### src/rtl/multicycle_control.sv
// Multi-cycle RV32I sequencing FSM (Moore outputs, two exceptions: FETCH and
// MEM_WR also qualify some strobes with MemReady). One memory port is shared
// between instruction fetch and load/store through a MemRead/MemWrite +
// MemReady handshake. Illegal opcodes and memory timeouts halt in TRAP.
module multicycle_control #(
    parameter int TIMEOUT_CYCLES = 255,
    parameter int TIMEOUT_W      = 8
) (
    input  logic       Clock,
    input  logic       Reset,
    input  logic [6:0] Instruction,
    input  logic       MemReady,
    output logic       PCWrite,
    output logic       PCWriteCond,
    output logic       IRWrite,
    output logic       IorD,
    output logic       MemRead,
    output logic       MemWrite,
    output logic [1:0] MemToReg,
    output logic       RegWrite,
    output logic [1:0] ALUSrcA,
    output logic [1:0] ALUSrcB,
    output logic [1:0] ALUOp,
    output logic [1:0] PCSource,
    output logic       Retired,
    output logic       Trap,
    output logic [1:0] Cause
);

    localparam logic [6:0] OP_R      = 7'b0110011;
    localparam logic [6:0] OP_I      = 7'b0010011;
    localparam logic [6:0] OP_LOAD   = 7'b0000011;
    localparam logic [6:0] OP_STORE  = 7'b0100011;
    localparam logic [6:0] OP_BRANCH = 7'b1100011;
    localparam logic [6:0] OP_JAL    = 7'b1101111;
    localparam logic [6:0] OP_JALR   = 7'b1100111;

    localparam logic [1:0] CAUSE_NONE    = 2'b00;
    localparam logic [1:0] CAUSE_ILLEGAL = 2'b01;
    localparam logic [1:0] CAUSE_TIMEOUT = 2'b10;

    localparam logic [TIMEOUT_W-1:0] TIMEOUT_VAL = TIMEOUT_W'(TIMEOUT_CYCLES);

    typedef enum logic [3:0] {
        S_FETCH,
        S_DECODE,
        S_EXEC_R,
        S_EXEC_I,
        S_MEM_ADDR,
        S_MEM_RD,
        S_MEM_WR,
        S_WB_ALU,
        S_WB_MEM,
        S_BRANCH,
        S_JUMP,
        S_TRAP
    } state_t;

    state_t               state, state_nxt;
    logic [TIMEOUT_W-1:0] wait_cnt;
    logic [6:0]           opcode;
    logic [1:0]           cause_q, cause_nxt;
    logic                 mem_state;
    logic                 timeout_hit;

    // States that hold the shared memory port and therefore can time out.
    assign mem_state   = (state == S_FETCH) || (state == S_MEM_RD) || (state == S_MEM_WR);
    // A MemReady arriving on the limit cycle wins over the timeout.
    assign timeout_hit = (TIMEOUT_CYCLES != 0) && mem_state &&
                         (wait_cnt == TIMEOUT_VAL) && !MemReady;

    // State, cause and latched opcode registers.
    always_ff @(posedge Clock or negedge Reset) begin
        if (!Reset) begin
            state   <= S_FETCH;
            cause_q <= CAUSE_NONE;
            opcode  <= 7'd0;
        end else begin
            state   <= state_nxt;
            cause_q <= cause_nxt;
            if (state == S_DECODE)
                opcode <= Instruction;
        end
    end

    // Wait counter: restarts on every state change and on each handshake,
    // counts stalled cycles while a memory request is outstanding.
    always_ff @(posedge Clock or negedge Reset) begin
        if (!Reset)
            wait_cnt <= '0;
        else if (state_nxt != state || MemReady)
            wait_cnt <= '0;
        else if (mem_state)
            wait_cnt <= wait_cnt + TIMEOUT_W'(1);
    end

    // Next-state and trap cause selection.
    always_comb begin
        state_nxt = state;
        cause_nxt = cause_q;
        case (state)
            S_FETCH: begin
                if (MemReady)         state_nxt = S_DECODE;
                else if (timeout_hit) begin
                    state_nxt = S_TRAP;
                    cause_nxt = CAUSE_TIMEOUT;
                end
            end
            S_DECODE: begin
                case (Instruction)
                    OP_R:               state_nxt = S_EXEC_R;
                    OP_I:               state_nxt = S_EXEC_I;
                    OP_LOAD, OP_STORE:  state_nxt = S_MEM_ADDR;
                    OP_BRANCH:          state_nxt = S_BRANCH;
                    OP_JAL, OP_JALR:    state_nxt = S_JUMP;
                    default: begin
                        state_nxt = S_TRAP;
                        cause_nxt = CAUSE_ILLEGAL;
                    end
                endcase
            end
            S_EXEC_R, S_EXEC_I: state_nxt = S_WB_ALU;
            S_MEM_ADDR: state_nxt = (opcode == OP_LOAD) ? S_MEM_RD : S_MEM_WR;
            S_MEM_RD, S_MEM_WR: begin
                if (MemReady)
                    state_nxt = (state == S_MEM_RD) ? S_WB_MEM : S_FETCH;
                else if (timeout_hit) begin
                    state_nxt = S_TRAP;
                    cause_nxt = CAUSE_TIMEOUT;
                end
            end
            S_WB_ALU, S_WB_MEM, S_BRANCH, S_JUMP: state_nxt = S_FETCH;
            S_TRAP:   state_nxt = S_TRAP;
            default:  state_nxt = S_FETCH;
        endcase
    end

    // Control outputs decoded from state; all forced low while in reset.
    always_comb begin
        PCWrite     = 1'b0;
        PCWriteCond = 1'b0;
        IRWrite     = 1'b0;
        IorD        = 1'b0;
        MemRead     = 1'b0;
        MemWrite    = 1'b0;
        MemToReg    = 2'b00;
        RegWrite    = 1'b0;
        ALUSrcA     = 2'b00;
        ALUSrcB     = 2'b00;
        ALUOp       = 2'b00;
        PCSource    = 2'b00;
        Retired     = 1'b0;
        Trap        = 1'b0;
        Cause       = 2'b00;
        if (Reset) begin
            case (state)
                S_FETCH: begin
                    MemRead = 1'b1;
                    ALUSrcB = 2'b01;
                    if (MemReady) begin
                        IRWrite = 1'b1;
                        PCWrite = 1'b1;
                    end
                end
                S_DECODE: begin
                    ALUSrcA = 2'b10;
                    ALUSrcB = 2'b10;
                end
                S_EXEC_R: begin
                    ALUSrcA = 2'b01;
                    ALUOp   = 2'b10;
                end
                S_EXEC_I: begin
                    ALUSrcA = 2'b01;
                    ALUSrcB = 2'b10;
                    ALUOp   = 2'b11;
                end
                S_MEM_ADDR: begin
                    ALUSrcA = 2'b01;
                    ALUSrcB = 2'b10;
                end
                S_MEM_RD: begin
                    MemRead = 1'b1;
                    IorD    = 1'b1;
                end
                S_MEM_WR: begin
                    MemWrite = 1'b1;
                    IorD     = 1'b1;
                    Retired  = MemReady;
                end
                S_WB_ALU: begin
                    RegWrite = 1'b1;
                    Retired  = 1'b1;
                end
                S_WB_MEM: begin
                    RegWrite = 1'b1;
                    MemToReg = 2'b01;
                    Retired  = 1'b1;
                end
                S_BRANCH: begin
                    ALUSrcA     = 2'b01;
                    ALUOp       = 2'b01;
                    PCWriteCond = 1'b1;
                    PCSource    = 2'b01;
                    Retired     = 1'b1;
                end
                S_JUMP: begin
                    // Link value is the already-incremented PC.
                    RegWrite = 1'b1;
                    MemToReg = 2'b10;
                    PCWrite  = 1'b1;
                    ALUSrcB  = 2'b10;
                    ALUSrcA  = (opcode == OP_JALR) ? 2'b01 : 2'b10;
                    Retired  = 1'b1;
                end
                S_TRAP: begin
                    Trap  = 1'b1;
                    Cause = cause_q;
                end
                default: ;
            endcase
        end
    end

endmodule

### config.mk
export PLATFORM = sky130hd
export DESIGN_NAME = multicycle_control
export DESIGN_NICKNAME = d
export VERILOG_FILES = /design/src/rtl/multicycle_control.sv
export SDC_FILE = /design/constraint.sdc
export NUM_CORES = 1
export LEC_CHECK = 0
export CELL_PAD_IN_SITES_DETAIL_PLACEMENT = 0
export CELL_PAD_IN_SITES_GLOBAL_PLACEMENT = 1
export CORE_ASPECT_RATIO = 0.5
export CORE_MARGIN = 5
export CORE_UTILIZATION = 40
export DETAILED_ROUTE_END_ITERATION = 8
export GPL_TIMING_DRIVEN = 0
export PLACE_DENSITY = 0.91
export SYNTH_ARGS = -nofsm -noshare
export SYNTH_HDL_FRONTEND = slang
export SYNTH_SLANG_ARGS = --single-unit
### constraint.sdc
create_clock -name Clock -period 4.7 [get_ports Clock]
set_clock_uncertainty 0.1 [all_clocks]
set_input_delay 1.175 -clock Clock [delete_from_list [all_inputs] [get_ports Clock]]
set_output_delay 1.175 -clock Clock [all_outputs]
set_load 0.02 [all_outputs]
Yosys cells after proc, flatten, opt, wreduce, memory -nomap -nowiden
Cells that the tools add are included.
Storage, ports and cells
  bits in registers: 21
  input bits: 10
  output and inout port bits: 21
  logic and storage cells: 96
Operators by class
  add/sub/neg operators: 1
  eq/ne operators: 25
  muxes and demuxes: 45
  reduce and logical (&&, ||, !) cells: 21
Operator list (count)
  $eq A7 B7 Y1 const B: 4
  $pmux W4 S6: 1
  $mux W2: 11
  $pmux W4 S5: 1
  $mux W1: 19
  $eq A4 B3 Y1 const B: 4
  $eq A4 B4 Y1 const B: 4
  $mux W4: 4
  $mux W8: 2
  $eq A7 B2 Y1 const B: 2
  $eq A7 B6 Y1 const B: 2
  $pmux W2 S2: 3
  $pmux W2 S3: 2
  $reduce_or A4 Y1: 3
  $reduce_or A2 Y1: 5
  $add A8 B1 Y8 const B: 1
  $eq A4 B2 Y1 const B: 2
  $eq A8 B8 Y1 const B: 1
  $eq A7 B5 Y1 const B: 1
  $reduce_or A7 Y1: 1
  $reduce_or A3 Y1: 2
  $eq A4 B1 Y1 const B: 1
  $logic_not A4 Y1: 1
  $ne A2 B2 Y1 const B: 2
  other kinds (8): 13

Longest topological paths before layout
  depth in word-level cells: 11
  mapped depth: 7

Worst setup path before layout
No wires, ideal clock.
  path type: input to output
  from: input port Reset
  to: output port PCWrite
  data arrival time: 2184 ps
  required time: 3425 ps
  setup slack: 1241 ps
  stages: 4
  path through: nor2b_1 and3_1 and2_1 or2_2
Between the ends
  longest elaborated chain between the ends: 1
RTL lines
  from (decl): line 10  | input logic Reset,
  $mux W1: line 155  | if (Reset) begin
  to (decl): line 13  | output logic PCWrite,
No other way between the ends.

Final worst setup path
  from: input port Reset
  to: output port ALUSrcA[1]
Between the ends
  longest elaborated chain between the ends: 1
RTL lines
  $mux W2: line 155
  to (decl): line 21  | output logic [1:0] ALUSrcA,
No other way between the ends.

==> impl_metrics.csv <==
group,metric,value,unit
route,ant_nets,0,
cells_and_area,drive_gt1_share,8.60,%
cells_and_area,fin_util,54.0,%
timing,fin_crit_sh,92.7,%
route,avgViaCountPerCell,5.53,
place,placement.cell_area,1870,sq um
flow_run,drv_cap,0,
outcome,status,"finished clean",
pwr,clkPwrFrac,11.3,%
pwr,switching_share,47.7,%
logic_synthesis,synth_top_area_share,34.4,%
grt,gr-usage-all-layers,15.1,%
pwr,p_switching,0.509,mW
logic_synthesis,synth_edf_count,0,
place,place_congestion,0.872,
worst_setup_path,path_max_fanout,29,
pwr,comb_power_share,63.3,%
grt,grt_pass1_wl,6.38,mm
worst_setup_path,critPathRequiredTime,3.42,ns
pwr,p_leak,0.783,nW
logic_synthesis,netlist_area,1530,sq um
clocking,root_buffer,"clkbuf_8",
timing,tns,0,ns
timing,max_freq,230,MHz
logic_synthesis,synth_area_per_cell,8.09,sq um
route,drcViolationCount,0,
cells_and_area,stdcell_area,1920,sq um
place,io_buffers,28,
route,wl_per_cell,13.7,um
timing,hold_ws,0.379,ns
floorplanning,fp.dieW,97.4,um
pwr,seq_power_share,25.3,%
cells_and_area,layoutNonFillerInstCount,272,
route,vias,1504,
logic_synthesis,syn_nets,200,
clocking,htreeDepth,1,
logic_synthesis,synth_cell_types,50,
cells_and_area,fin_nets,233,
logic_synthesis,ys_seq_area_share,34.4,%
timing,max_slew_margin,33.8,%
timing,hold_violations,0,
timing,setup-violations-final,0,
logic_synthesis,yosys-top-cells-count,"nand2_1 (33), nor2_1 (22), dfrtp_1 (21), nor4_1 (10), inv_1 (7)",
cells_and_area,syn_to_final_growth,25.4,%
logic_synthesis,synthTopCellsByArea,"dfrtp_1 (34%), nand2_1 (8.1%), nor2_1 (5.4%)",
clocking,cts_tree,"yes",
worst_setup_path,path_class,"input pin to primary output",
clocking,clk_pin_slew_worst_paths,0.08,ns
floorplanning,io_pins,31,
worst_setup_path,critPathCaptureType,"primary output",
clocking,ctsLongestPathBuffers,2,
clocking,numCtsBuffers,3,
grt,first_global_vias,1404,
timing,finalCriticalPeriod,4.36,ns
cells_and_area,insertedDiodeCount,0,
worst_setup_path,startpoint_type,"input pin",
timing,report.final.slew_viol_count,0,
logic_synthesis,synth-seq-cells,21,
route,drtIter0Drc,53,
grt,grt_max_degree,30,
pwr,intPower,0.558,mW
clocking,clk_latency,0.26,ns
logic_synthesis,ys_warn_count,0,
clocking,postCtsSetupBuffers,0,
floorplanning,core,3550,sq um
clocking,clock-sinks,21,
floorplanning,fp-row-count,15,
worst_setup_path,arrival,3.08,ns
route,drt-pass1-iter-count,4,
floorplanning,die_y,53.7,um
place,hpwl,2.84,mm
logic_synthesis,synth_top_cell_by_area,"dfrtp_1",
pwr,p_per_area,557,nW/um^2
place,post-place-ws,-0.552,ns
route,totalWireLength,3.72,mm
logic_synthesis,synthArstFlopShare,100,%
hold_path,hp-class,"register to register",
timing,setup_ws,0.344,ns
timing,tightest_slew,0.986,ns
place,placed_cells,268,
pwr,power,1.07,mW
timing,rsz0062_at_grt,"no",
logic_synthesis,synth-main-ff-cell,"dfrtp_1",
floorplanning,initial_core_util,43.1,%
grt,antenna_found_initial,0,
logic_synthesis,netlist_instances,189,
logic_synthesis,yosysMostFrequentCell,"nand2_1",
floorplanning,die_area,5230,sq um
pwr,ir_worst_vdd,0.000144,V
grt,globalRouteOverflowTotal,0,
==> cells in the final DEF, fill, tap and decap left out, types with 3 or more instances in the layout <==
cell type | synthesis | routed
clkbuf_8 | 0 | 3
xor2_1 | 5 | 5
nand3_1 | 4 | 4
and3_1 | 3 | 3
clkbuf_1 | 6 | 6
clkdlybuf4s50_1 | 0 | 27
nor2_1 | 22 | 22
dfrtp_1 | 21 | 21
xnor2_1 | 5 | 5
and4_1 | 3 | 3
nor3_1 | 6 | 6
nand2_1 | 33 | 33
and2_1 | 5 | 5
inv_1 | 7 | 7
o21ai_0 | 4 | 4
a21oi_1 | 6 | 6
o22ai_1 | 3 | 3
nor4_1 | 10 | 10
nand2b_1 | 5 | 5
==> path summary, 6_finish.rpt <==
check / start / to / slack (ns) / depth (start not counted)
max reg2reg: state[2]$_DFF_PN0_ / wait_cnt[5]$_DFFE_PN0P_ / 1.86 / 5
min: opcode[4]$_DFFE_PN0P_ / opcode[4]$_DFFE_PN0P_ / 0.38 / 2
max in group asynchronous: Reset / opcode[5]$_DFFE_PN0P_ / 3.31 / 1
min reg2reg: opcode[4]$_DFFE_PN0P_ / opcode[4]$_DFFE_PN0P_ / 0.38 / 2
max: Reset / ALUSrcA[1] / 0.34 / 5
min in group asynchronous: Reset / opcode[3]$_DFFE_PN0P_ / 0.81 / 1
==> kinds of logic (layout without fill, tap and decap cells) <==
logic type,Yosys count,after routing,share of synthesized area (%)
buf+inv,18,50,5.48
compound gates,32,32,16.1
fa+ha+maj,1,1,0.818
mux,2,2,1.39
simple gates,104,104,35.8
other cells,1,1,0.245
xor+xnor,10,10,5.73
flops,21,21,34.4
==> metal layers <==
metal | vias to the layer above | wire [um] | GRT usage (%)
met4 | 0 | 34 | 4.14
met3 | 4 | 254 | 3.23
li1 | 733 | - | -
met5 | - | 0 | 0
met1 | 715 | 1800 | 20.2
met2 | 52 | 1630 | 25.4
==> power by group through the flow <==
| stage | sequential [mW] | clock (mW) | combinational [mW] |
|---|---|---|---|
| finish | 0.270 | 0.121 | 0.676 |
| global route | 0.276 | 0.132 | 0.742 |
| CTS | 0.270 | 0.125 | 0.676 |
| detailed placement | 0.274 | 0 | 0.672 |
| global placement | 0.273 | 0 | 0.668 |
| floorplan | 0.265 | 0 | 0.488 |
==> what timing repair did <==
item / CTS / global route
hold buffers: 0 / 0
resized for setup: 3 / 2
endpoints found under the setup margin: 16 / 4
==> cell type report <==
class	instances	area, sq um
Fill cell	341	1630
Multi-Input combinational cell	150	920
Sequential cell	21	526
Timing Repair Buffer	28	275
Tap cell	51	63.8
Buffer	11	57.6
Clock buffer	3	41.3
Inverter	7	26.3
Clock inverter	1	7.51
==> registers in the layout, summed over array words and instances, names as in the netlist <==
name,cells
state,4
cause_q,2
wait_cnt,8
opcode,7
==> critical path, stage by stage <==
cell,delay (ns)
buf_2,0.46
nor2b_1,0.32
nand2_1,0.18
o31ai_1,0.28
clkdlybuf4s50_1,0.64
(Power assumes the default switching activity.)
